### config.mk
export PLATFORM = sky130hd
export DESIGN_NAME = mem_ctrl
export DESIGN_NICKNAME = d
export VERILOG_FILES = /design/src/rtl/mem_ctrl_pkg.sv /design/src/rtl/reg_en.sv /design/src/rtl/mem_ctrl.sv
export SDC_FILE = /design/constraint.sdc
export NUM_CORES = 1
export LEC_CHECK = 0
export ABC_AREA = 1
export BUFFER_PORTS_ARGS = -buffer_cell sky130_fd_sc_hd__buf_2
export CORE_ASPECT_RATIO = 0.9
export CORE_MARGIN = 1
export CORE_UTILIZATION = 48
export DETAILED_ROUTE_END_ITERATION = 16
export PLACE_DENSITY = 0.86
export RECOVER_POWER = 25
export SYNTH_ARGS = -nofsm -noshare
export SYNTH_HDL_FRONTEND = slang
export SYNTH_SLANG_ARGS = --single-unit
### constraint.sdc
create_clock -name clk -period 2.1 [get_ports clk]
set_input_delay 0.42 -clock clk [delete_from_list [all_inputs] [get_ports clk]]
set_output_delay 0.42 -clock clk [all_outputs]
set_load 0.02 [all_outputs]
### src/rtl/mem_ctrl_pkg.sv
// mem_ctrl_pkg: shared widths and FSM state encoding for the memory access controller
package mem_ctrl_pkg;
   localparam int DATA_W = 32;
   localparam int ADDR_W = 9;
   typedef enum logic [2:0] {IDLE, RD_ISSUE, RD_WAIT, WR_ISSUE, DONE} state_e;
endpackage

### src/rtl/reg_en.sv
// reg_en: enable-loaded register with synchronous active-high reset
module reg_en #(
   parameter int W = 8
) (
   input  logic         clk,
   input  logic         reset,
   input  logic         en,
   input  logic [W-1:0] d,
   output logic [W-1:0] q
);
   logic [W-1:0] q_q, q_d;
   always_comb q_d = en ? d : q_q;
   always_ff @(posedge clk) q_q <= reset ? '0 : q_d;
   assign q = q_q;
endmodule

### src/rtl/mem_ctrl.sv
// mem_ctrl: MAR/MDR holder sequencing single-word reads and writes against a registered-read RAM
module mem_ctrl #(
   parameter int DATA_W = mem_ctrl_pkg::DATA_W,
   parameter int ADDR_W = mem_ctrl_pkg::ADDR_W
) (
   input  logic              clk,
   input  logic              reset,
   input  logic [DATA_W-1:0] bus_in,
   input  logic              mar_in,
   input  logic              mdr_in,
   input  logic              rd_req,
   input  logic              wr_req,
   output logic [DATA_W-1:0] mdr_out,
   output logic              busy,
   output logic              done,
   output logic [ADDR_W-1:0] ram_addr,
   output logic [DATA_W-1:0] ram_wdata,
   output logic              ram_we,
   output logic              ram_re,
   input  logic [DATA_W-1:0] ram_rdata
);
   import mem_ctrl_pkg::*;
   state_e state_q, state_d;
   logic idle, rd_wait, mar_en, mdr_en;
   logic [DATA_W-1:0] mdr_d;
   assign idle    = state_q == IDLE;
   assign rd_wait = state_q == RD_WAIT;
   // write wins over a simultaneous read; the dropped read must be reasserted
   always_comb begin
      state_d = idle                  ? (wr_req ? WR_ISSUE : rd_req ? RD_ISSUE : IDLE) :
                state_q == RD_ISSUE   ? RD_WAIT :
                rd_wait               ? DONE :
                state_q == WR_ISSUE   ? DONE : IDLE;
      mar_en  = idle & mar_in;
      mdr_en  = (idle & mdr_in) | rd_wait;
      mdr_d   = rd_wait ? ram_rdata : bus_in;
   end
   always_ff @(posedge clk) state_q <= reset ? IDLE : state_d;
   reg_en #(.W(ADDR_W)) u_mar (
      .clk(clk), .reset(reset), .en(mar_en), .d(bus_in[ADDR_W-1:0]), .q(ram_addr)
   );
   reg_en #(.W(DATA_W)) u_mdr (
      .clk(clk), .reset(reset), .en(mdr_en), .d(mdr_d), .q(mdr_out)
   );
   assign ram_wdata = mdr_out;
   assign busy      = !idle;
   assign done      = state_q == DONE;
   assign ram_re    = state_q == RD_ISSUE;
   assign ram_we    = state_q == WR_ISSUE;
endmodule

==> results of run 1 <==
-- worst max-delay path, stage by stage, from the launching register on --
cell	delay, ns
dfxtp_1	0.35
inv_2	0.07
buf_4	0.34
nor2_1	0.10
buf_2	0.17
-- layout by cell type, fill, tap and decap left out, types with 2 or more instances in the layout --
cell | netlist | final
nand2_1 | 124 | 124
buf_2 | 16 | 119
nor2_1 | 76 | 78
nand3_1 | 67 | 67
inv_1 | 63 | 63
dfxtp_1 | 44 | 44
clkbuf_1 | 4 | 29
clkbuf_8 | 0 | 6
buf_4 | 32 | 6
inv_2 | 4 | 4
nor3_1 | 2 | 2
buf_12 | 0 | 2
-- logic make-up after synthesis --
| logic type | share of synthesized area, % |
|---|---|
| AO/OA/AOI/OAI | 0.4779 |
| buffers and inverters | 22.71 |
| flip-flops | 33.65 |
| AND/OR/NAND/NOR | 43.16 |
-- layout make-up --
cell class	instances	area, sq um	share of cell area [%]
inverter	67	251.5	7.797
sequential	44	880.8	27.31
tap	67	83.83	2.599
timing repair buffer	154	782.0	24.24
multi-input combinational	275	1137	35.26
clock buffer	8	90.09	2.793
-- power breakdown --
group          switching [mW]  total, mW  internal [mW]
sequential             0.0894       1.05          0.962
combinational           0.778       1.18          0.398
clock                   0.269      0.537          0.269
-- worst paths after layout --
kind,start,end,cells after the start
min reg2reg,u_mar.q[5],u_mar.q[5],4
max,state_q[0],ram_we,4
min,reset,state_q[1],2
max reg2reg,state_q[1],u_mdr.q[29],6
-- synthesized netlist by cell type --
cell type / n / share of area (%)
dfxtp_1: 44 / 34
nand3_1: 67 / 13
nor2_1: 76 / 11
clkbuf_1: 4 / 0.57
o211ai_1: 1 / 0.29
nand3_2: 1 / 0.38
nand2_1: 124 / 18
inv_2: 4 / 0.57
nor3_1: 2 / 0.38
buf_4: 32 / 9.2
nor2_4: 1 / 0.43
buf_1: 2 / 0.29
inv_1: 63 / 9.0
a21oi_1: 1 / 0.19
nor2_2: 2 / 0.48
buf_2: 16 / 3.1
-- metrics by stage --
stage                     total power [mW]  setup WS (ns)  cells  instance area [sq um]  util, %
after CTS                            2.815         0.3069    615                   3264    62.12
after floorplan                      1.999         0.5364    440                   2618        -
after detailed placement             2.273         0.5771    607                   3174    60.40
final                                2.765         0.3372    615                   3226    61.38
after global placement               2.240         0.6338    607                   3174    60.40
after global routing                 2.970         0.2363    615                   3226    61.38
-- state kept, by name, indices dropped and copies added, names as in the netlist --
name,flops
u_mar.q,9
state_q,3
u_mdr.q,32
-- layer usage --
metal	GRT usage (%)	up-vias	share of wire, %
met4	6.746	0	0.66
met1	28.17	1220	43
met2	41.12	102	49
met3	5.660	2	6.8
li1	-	1490	-
met5	0	-	0
==> impl_metrics.json, run 1 <==
{
  "fill_cells": 558,
  "grt_pass1_vias": 2342,
  "ys_ff_latch": 44,
  "status": "finished, final reports clean",
  "ys_warn_count": 0,
  "grt_use_total_pct": 23.33,
  "grt_max_degree": 45,
  "fin_crit_sh_pct": 83.94,
  "fin_nets": 617,
  "fin_crit_ns": 1.763,
  "die_y_um": 72.06,
  "synth.distinct_cells": 16,
  "rsz0062_at_grt": "false",
  "clockBufferDepth": 2,
  "drc_errors": 0,
  "cts_sinks": 44,
  "ios": 147,
  "critPathLaunchType": "flop",
  "rrSetupSlack_ns": 0.58,
  "synthesis.nets": 510,
  "setup_viol": 0,
  "critPathCaptureType": "primary output",
  "routed_wl_um": 6769,
  "h-tree-depth": 2,
  "critPathMaxFanout": 34,
  "crit_required_ns": 1.68,
  "path_class": "flop to primary output",
  "skew_ns": 0.008840,
  "worstPathArrival_ns": 1.34,
  "worst_hold_slack_ns": 0.3535,
  "ant_nets": 0,
  "syn_area_sq_mm": 0.002618,
  "postCtsSetupRepairBufs": 0,
  "slew_headroom_pct": 71.77,
  "grt_pass1_wl_um": 10390,
  "worst_pin_slew_ns": 0.4230,
  "dr.pass1.iters": 4,
  "fmax_ghz": 0.5673,
  "routedWlPerCell_um": 11.01,
  "hold_viol": 0,
  "fp-row-count": 25,
  "syn2layout_area_growth_pct": 23.23,
  "num_vias": 2814,
  "tns_ns": 0,
  "cts_tree": "yes",
  "start_util_pct": 49.81,
  "finalWeightedCongestion": 0.7663,
  "drive_gt1_share_pct": 25.36,
  "clockRootBuffer": "clkbuf_8",
  "numPortBuffers": 146,
  "path_clk_slew_ns": 0.08,
  "antenna_found_initial": 0,
  "hold_class": "input port to flop",
  "cap_violations": 0,
  "place_hpwl_um": 4840,
  "core_area_sq_mm": 0.005255,
  "slew_viol_final": 0,
  "avgSynthCellArea_sq_um": 5.949,
  "fp.dieW_um": 79.84,
  "die_area_sq_mm": 0.005753,
  "cts_hold_buf": 0,
  "p_per_area_mw_per_mm2": 857.2,
  "cts_resized": 0,
  "peakVddDrop_uv": 373.7,
  "antenna_cells": 0,
  "yosysSeqAreaShare_pct": 33.65,
  "synth_cells": 440,
  "drt_iter0_markers": 184,
  "leakagePower_nw": 1.933,
  "numCtsBuffers": 5,
  "vias_per_cell": 4.576,
  "grt_overflow_total": 0,
  "clock_latency_ns": 0.29
}
(Power assumes the default switching activity.)
==> run 2: changes to the inputs <==
--- a/config.mk
+++ b/config.mk
@@ -9,9 +9,9 @@
 export BUFFER_PORTS_ARGS = -buffer_cell sky130_fd_sc_hd__buf_2
 export CORE_ASPECT_RATIO = 0.9
 export CORE_MARGIN = 1
-export CORE_UTILIZATION = 48
+export CORE_UTILIZATION = 45
 export DETAILED_ROUTE_END_ITERATION = 16
-export PLACE_DENSITY = 0.86
+export PLACE_DENSITY = 0.81
 export RECOVER_POWER = 25
 export SYNTH_ARGS = -nofsm -noshare
 export SYNTH_HDL_FRONTEND = slang
==> constraint.sdc (replaced) <==
create_clock -name clk -period 1.7 [get_ports clk]
set_input_delay 0.34 -clock clk [delete_from_list [all_inputs] [get_ports clk]]
set_output_delay 0.34 -clock clk [all_outputs]
set_load 0.02 [all_outputs]
==> impl_metrics.json, run 2 (synthesis results as in run 1) <==
{
  "status": "finished, final reports clean",
  "crit_required_ns": 1.36,
  "fin_nets": 620,
  "critPathMaxFanout": 5,
  "grt_pass1_wl_um": 10350,
  "syn2layout_area_growth_pct": 22.80,
  "grt_max_degree": 37,
  "ios": 147,
  "clock_latency_ns": 0.28,
  "path_class": "flop to primary output",
  "die_area_sq_mm": 0.006126,
  "critPathMaxStageDelay_ns": 0.35,
  "rsz0062_at_grt": "false",
  "die_y_um": 74.36,
  "cap_violations": 0,
  "worst_pin_slew_ns": 0.3444,
  "drc_errors": 0,
  "mostFrequentLayoutCells": "nand2_1 (124), buf_2 (119), nor2_1 (77)",
  "fin_crit_ns": 1.526,
  "numCtsBuffers": 5,
  "num_vias": 2857,
  "clockRootBuffer": "clkbuf_8",
  "critPathCaptureType": "primary output",
  "start_util_pct": 48.37,
  "worstPathArrival_ns": 1.19,
  "place_hpwl_um": 5017,
  "fp-row-count": 25,
  "fin_crit_sh_pct": 89.75,
  "slew_viol_final": 0,
  "place_inst": 610,
  "clockBufferDepth": 2,
  "p_per_area_mw_per_mm2": 1047,
  "drt_iter0_markers": 132,
  "routedWlPerCell_um": 11.00,
  "grt_overflow_total": 0,
  "core_area_sq_mm": 0.005411,
  "tns_ns": 0,
  "cts_hold_buf": 0,
  "cts_resized": 0,
  "finalWeightedCongestion": 0.8212,
  "skew_ns": 0.002234,
  "cts_tree": "yes",
  "final_common_cell": "nand2_1",
  "hold_class": "input port to flop",
  "largest_register_ffs": 32,
  "setup_viol": 0,
  "vias_per_cell": 4.630,
  "slew_headroom_pct": 77.04,
  "slowest_stage": "dfxtp_2",
  "peakVddDrop_uv": 618.8,
  "antenna_cells": 0,
  "grt_pass1_vias": 2331,
  "drive_gt1_share_pct": 26.18,
  "grt_use_total_pct": 21.99,
  "finalNonFillerCells": 617,
  "numPortBuffers": 146,
  "path_cells": "nor2_1, nand2_1, buf_2",
  "leakagePower_nw": 1.933,
  "path_clk_slew_ns": 0.08,
  "dr.pass1.iters": 4,
  "ant_nets": 0,
  "antenna_found_initial": 0,
  "critPathLaunchType": "flop",
  "routed_wl_um": 6787,
  "fmax_ghz": 0.6554,
  "h-tree-depth": 2,
  "cts_sinks": 44,
  "fp.dieW_um": 82.39,
  "hold_viol": 0,
  "postCtsSetupRepairBufs": 0,
  "rrSetupSlack_ns": 0.34
}
run 2: cell count changes in the layout (fill, tap and decap cells not counted), sizes merged:
cell | previous run | this run
buf | 127 | 130
clkbuf | 35 | 33
clkinv | 0 | 1
run 2: critical path: cells and delay by family (launching register included):
family	cells	cell delay [ns]
DFF	1	0.35
and+or+nand+nor	2	0.35
buffers and inverters	1	0.20
run 2: area by class of cell:
cell class / count / area [sq um]
fillers: 565 / 2197
multi-input cells: 275 / 1140
flip-flops and latches: 44 / 882.1
repair buffers: 157 / 779.5
inverters: 67 / 251.5
well taps: 67 / 83.83
clock buffers: 6 / 72.57
clock inverters: 1 / 5.005
run 2: layer usage:
metal,share of wire (%),GRT usage [%],routed length [um],vias to the layer above
li1,-,-,-,1494
met5,0,0,0,-
met1,46,29.80,3123,1238
met4,0.27,3.509,18,0
met2,46,36.64,3151,123
met3,7.3,4.540,493,2
run 2: stage by stage:
stage	total power, mW	area, sq um	hold slack, ns	worst slack (ns)	util (%)
2_1_floorplan	2.469	2618	0.4091	0.2164	-
3_3_place_gp	2.776	3172	0.4932	0.4665	58.61
3_5_place_dp	2.807	3172	0.4948	0.3794	58.61
4_1_cts	3.418	3249	0.2541	0.08872	60.05
5_1_grt	3.633	3214	0.2518	0.05564	59.40
6_report	3.366	3214	0.2587	0.1743	59.40
run 2: path summary, 6_finish.rpt:
path | start | endpoint | cells past startpoint
setup / recovery | state_q[1] | busy | 3
hold / removal | reset | state_q[1] | 2
setup reg to reg | state_q[1] | u_mar.q[1] | 7
hold reg to reg | u_mar.q[7] | u_mar.q[7] | 4
run 2: power breakdown:
part	switching (mW)	total, mW	internal, mW
logic	0.961	1.45	0.490
registers	0.117	1.31	1.19
clock network	0.329	0.609	0.280
total	1.41	3.37	1.96
